===== src/rtl/tdc_pkg.sv =====
`default_nettype none
// +----------------------------------------------------------------------------
// | tdc_pkg : shared constants and FSM state type for the TDC post-processing path
// | Rev 1.0
// +----------------------------------------------------------------------------
package tdc_pkg;

  localparam int                TDC_DW       = 6;
  localparam logic [TDC_DW-1:0] TDC_CODE_MAX = '1;

  typedef enum logic [1:0] {
    ST_IDLE = 2'd0,
    ST_FILL = 2'd1,
    ST_RUN  = 2'd2
  } state_e;

endpackage
`default_nettype wire


===== src/rtl/tdc_code_avg_if.sv =====
`default_nettype none
// +----------------------------------------------------------------------------
// | tdc_code_avg_if : control, sample and result signals of the code averager
// | Rev 1.0
// +----------------------------------------------------------------------------
interface tdc_code_avg_if
  import tdc_pkg::*;
#(
  parameter int DW       = TDC_DW,
  parameter int AVG_LOG2 = 3,
  parameter int SCNT_W   = 8
);

  logic                   en;
  logic                   clr_stat;
  logic                   tdc_vld;
  logic [DW-1:0]          tdc_code;
  logic                   avg_vld;
  logic [DW+AVG_LOG2-1:0] avg_sum;
  logic [DW-1:0]          code_min;
  logic [DW-1:0]          code_max;
  logic [SCNT_W-1:0]      sat_cnt;
  logic                   filled;

  modport master (
    output en, clr_stat, tdc_vld, tdc_code,
    input  avg_vld, avg_sum, code_min, code_max, sat_cnt, filled
  );

  modport slave (
    input  en, clr_stat, tdc_vld, tdc_code,
    output avg_vld, avg_sum, code_min, code_max, sat_cnt, filled
  );

endinterface
`default_nettype wire


===== src/rtl/tdc_win_buf.sv =====
`default_nettype none
// +----------------------------------------------------------------------------
// | tdc_win_buf : N x DW circular window store, one write port, async read at addr
// | Rev 1.0
// +----------------------------------------------------------------------------
module tdc_win_buf #(
  parameter int DW = 6,
  parameter int AW = 3
) (
  input  wire logic          clk,
  input  wire logic          we,
  input  wire logic [AW-1:0] addr,
  input  wire logic [DW-1:0] wdata,
  output logic      [DW-1:0] rdata
);

  logic [DW-1:0] mem_q [2**AW];

  always_ff @(posedge clk) begin
    if (we) begin
      mem_q[addr] <= wdata;
    end
  end

  // Read returns the oldest sample, i.e. the one about to be overwritten.
  assign rdata = mem_q[addr];

endmodule
`default_nettype wire


===== src/rtl/tdc_code_avg.sv =====
`default_nettype none
// +----------------------------------------------------------------------------
// | tdc_code_avg : boxcar moving sum, min/max and saturation stats of TDC codes
// | Rev 1.0
// +----------------------------------------------------------------------------
module tdc_code_avg
  import tdc_pkg::*;
#(
  parameter int DW       = TDC_DW,
  parameter int AVG_LOG2 = 3,
  parameter int SCNT_W   = 8
) (
  input wire logic     clk,
  input wire logic     rst,
  tdc_code_avg_if.slave bus
);

  localparam int                SW         = DW + AVG_LOG2;
  localparam int                FW         = AVG_LOG2 + 1;
  localparam logic [FW-1:0]     C_LAST     = FW'((2**AVG_LOG2) - 1);
  localparam logic [DW-1:0]     C_CODE_MAX = '1;
  localparam logic [SCNT_W-1:0] C_SAT_MAX  = '1;

  state_e              state_q, state_d;
  logic [SW-1:0]       sum_q, sum_d;
  logic [AVG_LOG2-1:0] wptr_q, wptr_d;
  logic [FW-1:0]       fill_q, fill_d;
  logic                avg_vld_q, avg_vld_d;
  logic [SW-1:0]       avg_sum_q, avg_sum_d;
  logic [DW-1:0]       min_q, min_d;
  logic [DW-1:0]       max_q, max_d;
  logic [SCNT_W-1:0]   sat_q, sat_d;

  logic                accept;
  logic [DW-1:0]       old_code;
  logic [SW-1:0]       code_ext;
  logic [SW-1:0]       old_ext;
  logic                code_sat;
  logic [DW-1:0]       min_base;
  logic [DW-1:0]       max_base;
  logic [SCNT_W-1:0]   sat_base;

  assign accept   = bus.tdc_vld && bus.en && (state_q != ST_IDLE);
  assign code_ext = {{AVG_LOG2{1'b0}}, bus.tdc_code};
  assign old_ext  = {{AVG_LOG2{1'b0}}, old_code};
  assign code_sat = (bus.tdc_code == '0) || (bus.tdc_code == C_CODE_MAX);

  tdc_win_buf #(
    .DW (DW),
    .AW (AVG_LOG2)
  ) u_win_buf (
    .clk   (clk),
    .we    (accept && !rst),
    .addr  (wptr_q),
    .wdata (bus.tdc_code),
    .rdata (old_code)
  );

  always_ff @(posedge clk) begin
    if (rst) begin
      state_q   <= ST_IDLE;
      sum_q     <= '0;
      wptr_q    <= '0;
      fill_q    <= '0;
      avg_vld_q <= 1'b0;
      avg_sum_q <= '0;
      min_q     <= C_CODE_MAX;
      max_q     <= '0;
      sat_q     <= '0;
    end else begin
      state_q   <= state_d;
      sum_q     <= sum_d;
      wptr_q    <= wptr_d;
      fill_q    <= fill_d;
      avg_vld_q <= avg_vld_d;
      avg_sum_q <= avg_sum_d;
      min_q     <= min_d;
      max_q     <= max_d;
      sat_q     <= sat_d;
    end
  end

  always_comb begin
    state_d   = state_q;
    sum_d     = sum_q;
    wptr_d    = wptr_q;
    fill_d    = fill_q;
    avg_vld_d = 1'b0;
    avg_sum_d = avg_sum_q;

    case (state_q)
      ST_IDLE: begin
        if (bus.en) begin
          state_d = ST_FILL;
        end
      end
      ST_FILL: begin
        if (accept) begin
          sum_d  = sum_q + code_ext;
          wptr_d = wptr_q + AVG_LOG2'(1);
          fill_d = fill_q + FW'(1);
          if (fill_q == C_LAST) begin
            state_d   = ST_RUN;
            avg_vld_d = 1'b1;
            avg_sum_d = sum_d;
          end
        end
      end
      ST_RUN: begin
        if (accept) begin
          // Modular arithmetic in SW bits is exact: the true sum always fits.
          sum_d     = sum_q - old_ext + code_ext;
          wptr_d    = wptr_q + AVG_LOG2'(1);
          avg_vld_d = 1'b1;
          avg_sum_d = sum_d;
        end
      end
      default: begin
        state_d = ST_IDLE;
      end
    endcase

    if (!bus.en) begin
      state_d   = ST_IDLE;
      sum_d     = '0;
      wptr_d    = '0;
      fill_d    = '0;
      avg_vld_d = 1'b0;
      avg_sum_d = '0;
    end
  end

  // A clear that coincides with a sample is applied first, then the sample.
  always_comb begin
    min_base = bus.clr_stat ? C_CODE_MAX : min_q;
    max_base = bus.clr_stat ? '0 : max_q;
    sat_base = bus.clr_stat ? '0 : sat_q;
    min_d    = min_base;
    max_d    = max_base;
    sat_d    = sat_base;
    if (accept) begin
      if (bus.tdc_code < min_base) begin
        min_d = bus.tdc_code;
      end
      if (bus.tdc_code > max_base) begin
        max_d = bus.tdc_code;
      end
      if (code_sat && (sat_base != C_SAT_MAX)) begin
        sat_d = sat_base + SCNT_W'(1);
      end
    end
  end

  assign bus.avg_vld  = avg_vld_q;
  assign bus.avg_sum  = avg_sum_q;
  assign bus.code_min = min_q;
  assign bus.code_max = max_q;
  assign bus.sat_cnt  = sat_q;
  assign bus.filled   = (state_q == ST_RUN);

endmodule
`default_nettype wire


===== src/flat_wrapper.sv =====
// flat-port wrapper written by rule: the top's interface ports become plain ports
module tdc_code_avg_flat import tdc_pkg::*;
#(
  parameter int DW       = TDC_DW,
  parameter int AVG_LOG2 = 3,
  parameter int SCNT_W   = 8
)
  (clk, rst, bus_en, bus_clr_stat, bus_tdc_vld, bus_tdc_code, bus_avg_vld, bus_avg_sum, bus_code_min, bus_code_max, bus_sat_cnt, bus_filled);
  tdc_code_avg_if #(.DW(DW), .AVG_LOG2(AVG_LOG2), .SCNT_W(SCNT_W)) bus_i ();
  input wire logic clk;
  input wire logic rst;
  input wire logic [$bits(bus_i.en)-1:0] bus_en;
  input wire logic [$bits(bus_i.clr_stat)-1:0] bus_clr_stat;
  input wire logic [$bits(bus_i.tdc_vld)-1:0] bus_tdc_vld;
  input wire logic [$bits(bus_i.tdc_code)-1:0] bus_tdc_code;
  output wire logic [$bits(bus_i.avg_vld)-1:0] bus_avg_vld;
  output wire logic [$bits(bus_i.avg_sum)-1:0] bus_avg_sum;
  output wire logic [$bits(bus_i.code_min)-1:0] bus_code_min;
  output wire logic [$bits(bus_i.code_max)-1:0] bus_code_max;
  output wire logic [$bits(bus_i.sat_cnt)-1:0] bus_sat_cnt;
  output wire logic [$bits(bus_i.filled)-1:0] bus_filled;
  assign bus_i.en = bus_en;
  assign bus_i.clr_stat = bus_clr_stat;
  assign bus_i.tdc_vld = bus_tdc_vld;
  assign bus_i.tdc_code = bus_tdc_code;
  assign bus_avg_vld = bus_i.avg_vld;
  assign bus_avg_sum = bus_i.avg_sum;
  assign bus_code_min = bus_i.code_min;
  assign bus_code_max = bus_i.code_max;
  assign bus_sat_cnt = bus_i.sat_cnt;
  assign bus_filled = bus_i.filled;
  tdc_code_avg #(.DW(DW), .AVG_LOG2(AVG_LOG2), .SCNT_W(SCNT_W)) u_core (.clk(clk), .rst(rst), .bus(bus_i));
endmodule

===== config.mk =====
export PLATFORM = sky130hd
export DESIGN_NAME = tdc_code_avg_flat
export DESIGN_NICKNAME = d
export VERILOG_FILES = /design/src/rtl/tdc_pkg.sv /design/src/rtl/tdc_code_avg_if.sv /design/src/rtl/tdc_win_buf.sv /design/src/rtl/tdc_code_avg.sv /design/src/flat_wrapper.sv
export SDC_FILE = /design/constraint.sdc
export NUM_CORES = 1
export LEC_CHECK = 0
export ABC_AREA = 1
export CAP_MARGIN = 10
export CORE_ASPECT_RATIO = 1.75
export CORE_MARGIN = 5
export CORE_UTILIZATION = 55
export CTS_BUF_LIST = sky130_fd_sc_hd__clkbuf_16
export CTS_CLUSTER_SIZE = 24
export DETAILED_ROUTE_END_ITERATION = 16
export GPL_TIMING_DRIVEN = 1
export HOLD_SLACK_MARGIN = 0.15
export PLACE_DENSITY = 0.75
export SETUP_SLACK_MARGIN = 0.05
export SYNTH_ARGS = -nofsm -noshare
export SYNTH_HDL_FRONTEND = slang
export SYNTH_SLANG_ARGS = --single-unit

===== constraint.sdc =====
create_clock -name clk -period 6.3 [get_ports clk]
set_input_delay 1.26 -clock clk [delete_from_list [all_inputs] [get_ports clk]]
set_output_delay 1.26 -clock clk [all_outputs]
set_load 0.01 [all_outputs]

==> out/qor.yml <==
run_status:
  status: "completed"
drt:
  drt_iter0_drc: 216
  first_pass_iters: 5
  wire_per_inst_um: 14.20
  routed_wl_um: 12100
  final_antenna_net_count: 0
  met2_length_um: 6463
  drc: 0
  top_layer: "met4"
  viasPerCell: 5.285
  dr_wl_met3_um: 418
  vias: 4503
  wl_met1_um: 4991
finish:
  num-fill-cells: 828
  area_growth_pct: 15.64
  seq_area_um2: 2462
  nets: 774
  stdcell_count: 852
  finalInstanceArea_um2: 6309
  drive_above_1_share_pct: 5.365
  multiInputGateArea_um2: 2499
  n_antenna_cell: 0
floorplan:
  die_x_um: 85.29
  core_um2: 9789
  die_area_um2: 12090
  num_rows: 48
  start_util_pct: 55.73
  ios: 42
  die_y_um: 141.7
placed_design:
  dp_hpwl_um: 8647
  numPortBuffers: 41
  post-place-ws_ns: 2.130
  placed_area_um2: 5963
  place_inst: 836
  gp_congestion: 0.8322
yosys:
  synthArstFlopShare_pct: 0
  yosys.area.top_type: "edfxtp_1"
  synth_area_um2: 5455
  seq_area_frac_synth_pct: 45.14
  yosys-top-cells-count: "146 x nand2_1, 104 x nor2_1, 102 x inv_1"
  ys_ff_latch: 99
  ys_top_cells_by_area: "edfxtp_1 26%, dfxtp_1 19%, nand2_1 10%"
  yosys.area.top_type_share_pct: 26.42
  synth_edf_count: 48
  syn_avg_cell_area_um2: 7.999
  syn-num-nets: 734
  yosys_warnings: 0
  synth_cell_types: 39
  ys.flop_type: "dfxtp_1"
  syn_inst: 682
  yosysMostFrequentCell: "nand2_1"
timing:
  worst_pin_slew_ns: 0.7702
  timing.hold.ws_ns: 0.4769
  slew-limit-headroom_pct: 48.58
  finalCritPeriodShare_pct: 60.66
  fin_skew_ns: 0.009811
  finalCriticalPeriod_ns: 3.822
  fmax_mhz: 261.7
  finalMaxSlewViolations: 0
  setup_viol: 0
  hold_viol: 0
  setup_ws_ns: 2.478
  setup-tns-final_ns: 0
  rsz0062_at_grt: "no"
critical_path:
  path_cells: "clkdlybuf4s50_1, inv_1, fa_1, inv_1, fa_1, nand2_1, nand2_1, nand3_1, nand3b_1, nand3_1, nand3_1, nand2_1, inv_1"
  critPathTopFamily: "buffers and inverters"
  required_ns: 6.55
  critPathKind: "primary input to flip-flop"
  cp-start-kind: "primary input"
  critical_path.slowest_cell: "clkdlybuf4s50_1"
  path_buf_inv: 4
  crit_path_max_fanout: 16
  endpoint_kind: "flip-flop"
  max_stage_delay_ns: 0.84
  crit_arrival_ns: 4.07
cts:
  root_buffer: "clkbuf_16"
  cts_tree: "yes"
  cts_setup_buffers: 0
  insertion_delay_ns: 0.35
  clockBufferDepth: 2
  numClockSinks: 99
  htreeDepth: 3
  cts_hold_buf: 0
  numCtsBuffers: 9
  clk_pin_slew_worst_paths_ns: 0.07
  cts_resized: 0
global_route:
  grt_pass1_vias: 4496
  antenna_found_initial: 0
  grt_pass1_wl_um: 20440
  grt_start_max_net_pins: 26
  overflow: 0
  track_usage_pct: 21.08
run:
  cap_viol_max_count: 0
power_and_ir_drop:
  power.density_nw_per_um2: 240.7
  peakVddDrop_mv: 0.1575
  p_leak_nw: 2.748
min_path:
  min_path_type: "flip-flop to flip-flop"
==> worst min-delay path, stage by stage, from the launching register on <==
cell and delay [ns]:
dfxtp_1 0.33, inv_1 0.05, a21oi_1 0.05
==> cell families (layout without fill, tap and decap cells) <==
| family | Yosys count | after routing | share of synthesized area [%] |
|---|---|---|---|
| compound gates | 89 | 89 | 9.565 |
| xor+xnor | 4 | 4 | 0.6423 |
| fa+ha+maj | 41 | 41 | 10.37 |
| buf+inv | 123 | 168 | 9.060 |
| flops | 99 | 99 | 45.14 |
| simple gates | 326 | 326 | 25.23 |
==> flip-flops by register name, indices dropped and copies added (netlist names), named ones only <==
signal                  count
u_core.bus.avg_sum          9
u_core.bus.avg_vld          1
u_core.bus.code_max         6
u_core.bus.code_min         6
u_core.bus.sat_cnt          8
u_core.fill_q               4
u_core.state_q              2
u_core.sum_q                9
u_core.u_win_buf.mem_q     48
u_core.wptr_q               3
==> through the flow <==
stage | util (%) | power [mW]
2_1_floorplan | - | 0.8373
3_3_place_gp | 60.92 | 0.8889
3_5_place_dp | 60.92 | 0.8947
4_1_cts | 64.44 | 1.526
5_1_grt | 64.44 | 1.578
6_report | 64.44 | 1.518
==> placed cells by master, fill, tap and decap left out, types with 2 or more instances in the layout <==
cell and instances:
nand2_1 146, buf_4 5, nor3b_1 2, o21ai_0 31, nand2_2 3, nor2_2 4
clkinv_1 2, nand3_1 47, fa_1 7, nor2_1 104, o32ai_1 12, nor2_4 2
clkdlybuf4s50_1 41, inv_2 3, inv_1 102, nand3b_1 5, edfxtp_1 48, o21ai_1 12
ha_1 34, a21oi_1 25, bufinv_16 3, nand4_1 2, dfxtp_1 51, clkbuf_16 9
xnor2_1 3, a31oi_1 3, inv_6 3, nor3_1 5, or2_2 3
==> area by class of cell <==
class / count / share of cell area [%]
tap: 125 / 2.479
inverter: 106 / 6.307
clock buffer: 9 / 3.570
clock inverter: 7 / 1.904
timing repair buffer: 46 / 7.100
multi-input combinational: 460 / 39.61
sequential: 99 / 39.03
==> report_power, final <==
group / internal [mW] / switching, mW / total (mW)
clock network: 0.391 / 0.246 / 0.637
registers: 0.682 / 0.00671 / 0.689
logic: 0.0713 / 0.121 / 0.193
total: 1.14 / 0.374 / 1.52
==> routing by layer <==
| metal | vias to the layer above | GRT usage (%) |
|---|---|---|
| li1 | 2287 | - |
| met1 | 2120 | 23.84 |
| met2 | 81 | 39.02 |
| met3 | 15 | 3.486 |
| met4 | 0 | 7.756 |
| met5 | - | 0 |
==> path summary, 6_finish.rpt <==
path	endpoint	depth (start not counted)	start	slack [ns]
min reg2reg	u_core.fill_q[0]$_SDFFE_PP0P_	2	u_core.fill_q[0]$_SDFFE_PP0P_	0.48
min	u_core.fill_q[0]$_SDFFE_PP0P_	2	u_core.fill_q[0]$_SDFFE_PP0P_	0.48
max reg2reg	u_core.bus.avg_sum[1]$_SDFFE_PP0P_	13	flip-flop	2.94
max	u_core.sum_q[8]$_SDFFE_PP0P_	13	bus_tdc_code[1]	2.48
Note: power is estimated with default switching activity, not from simulation.
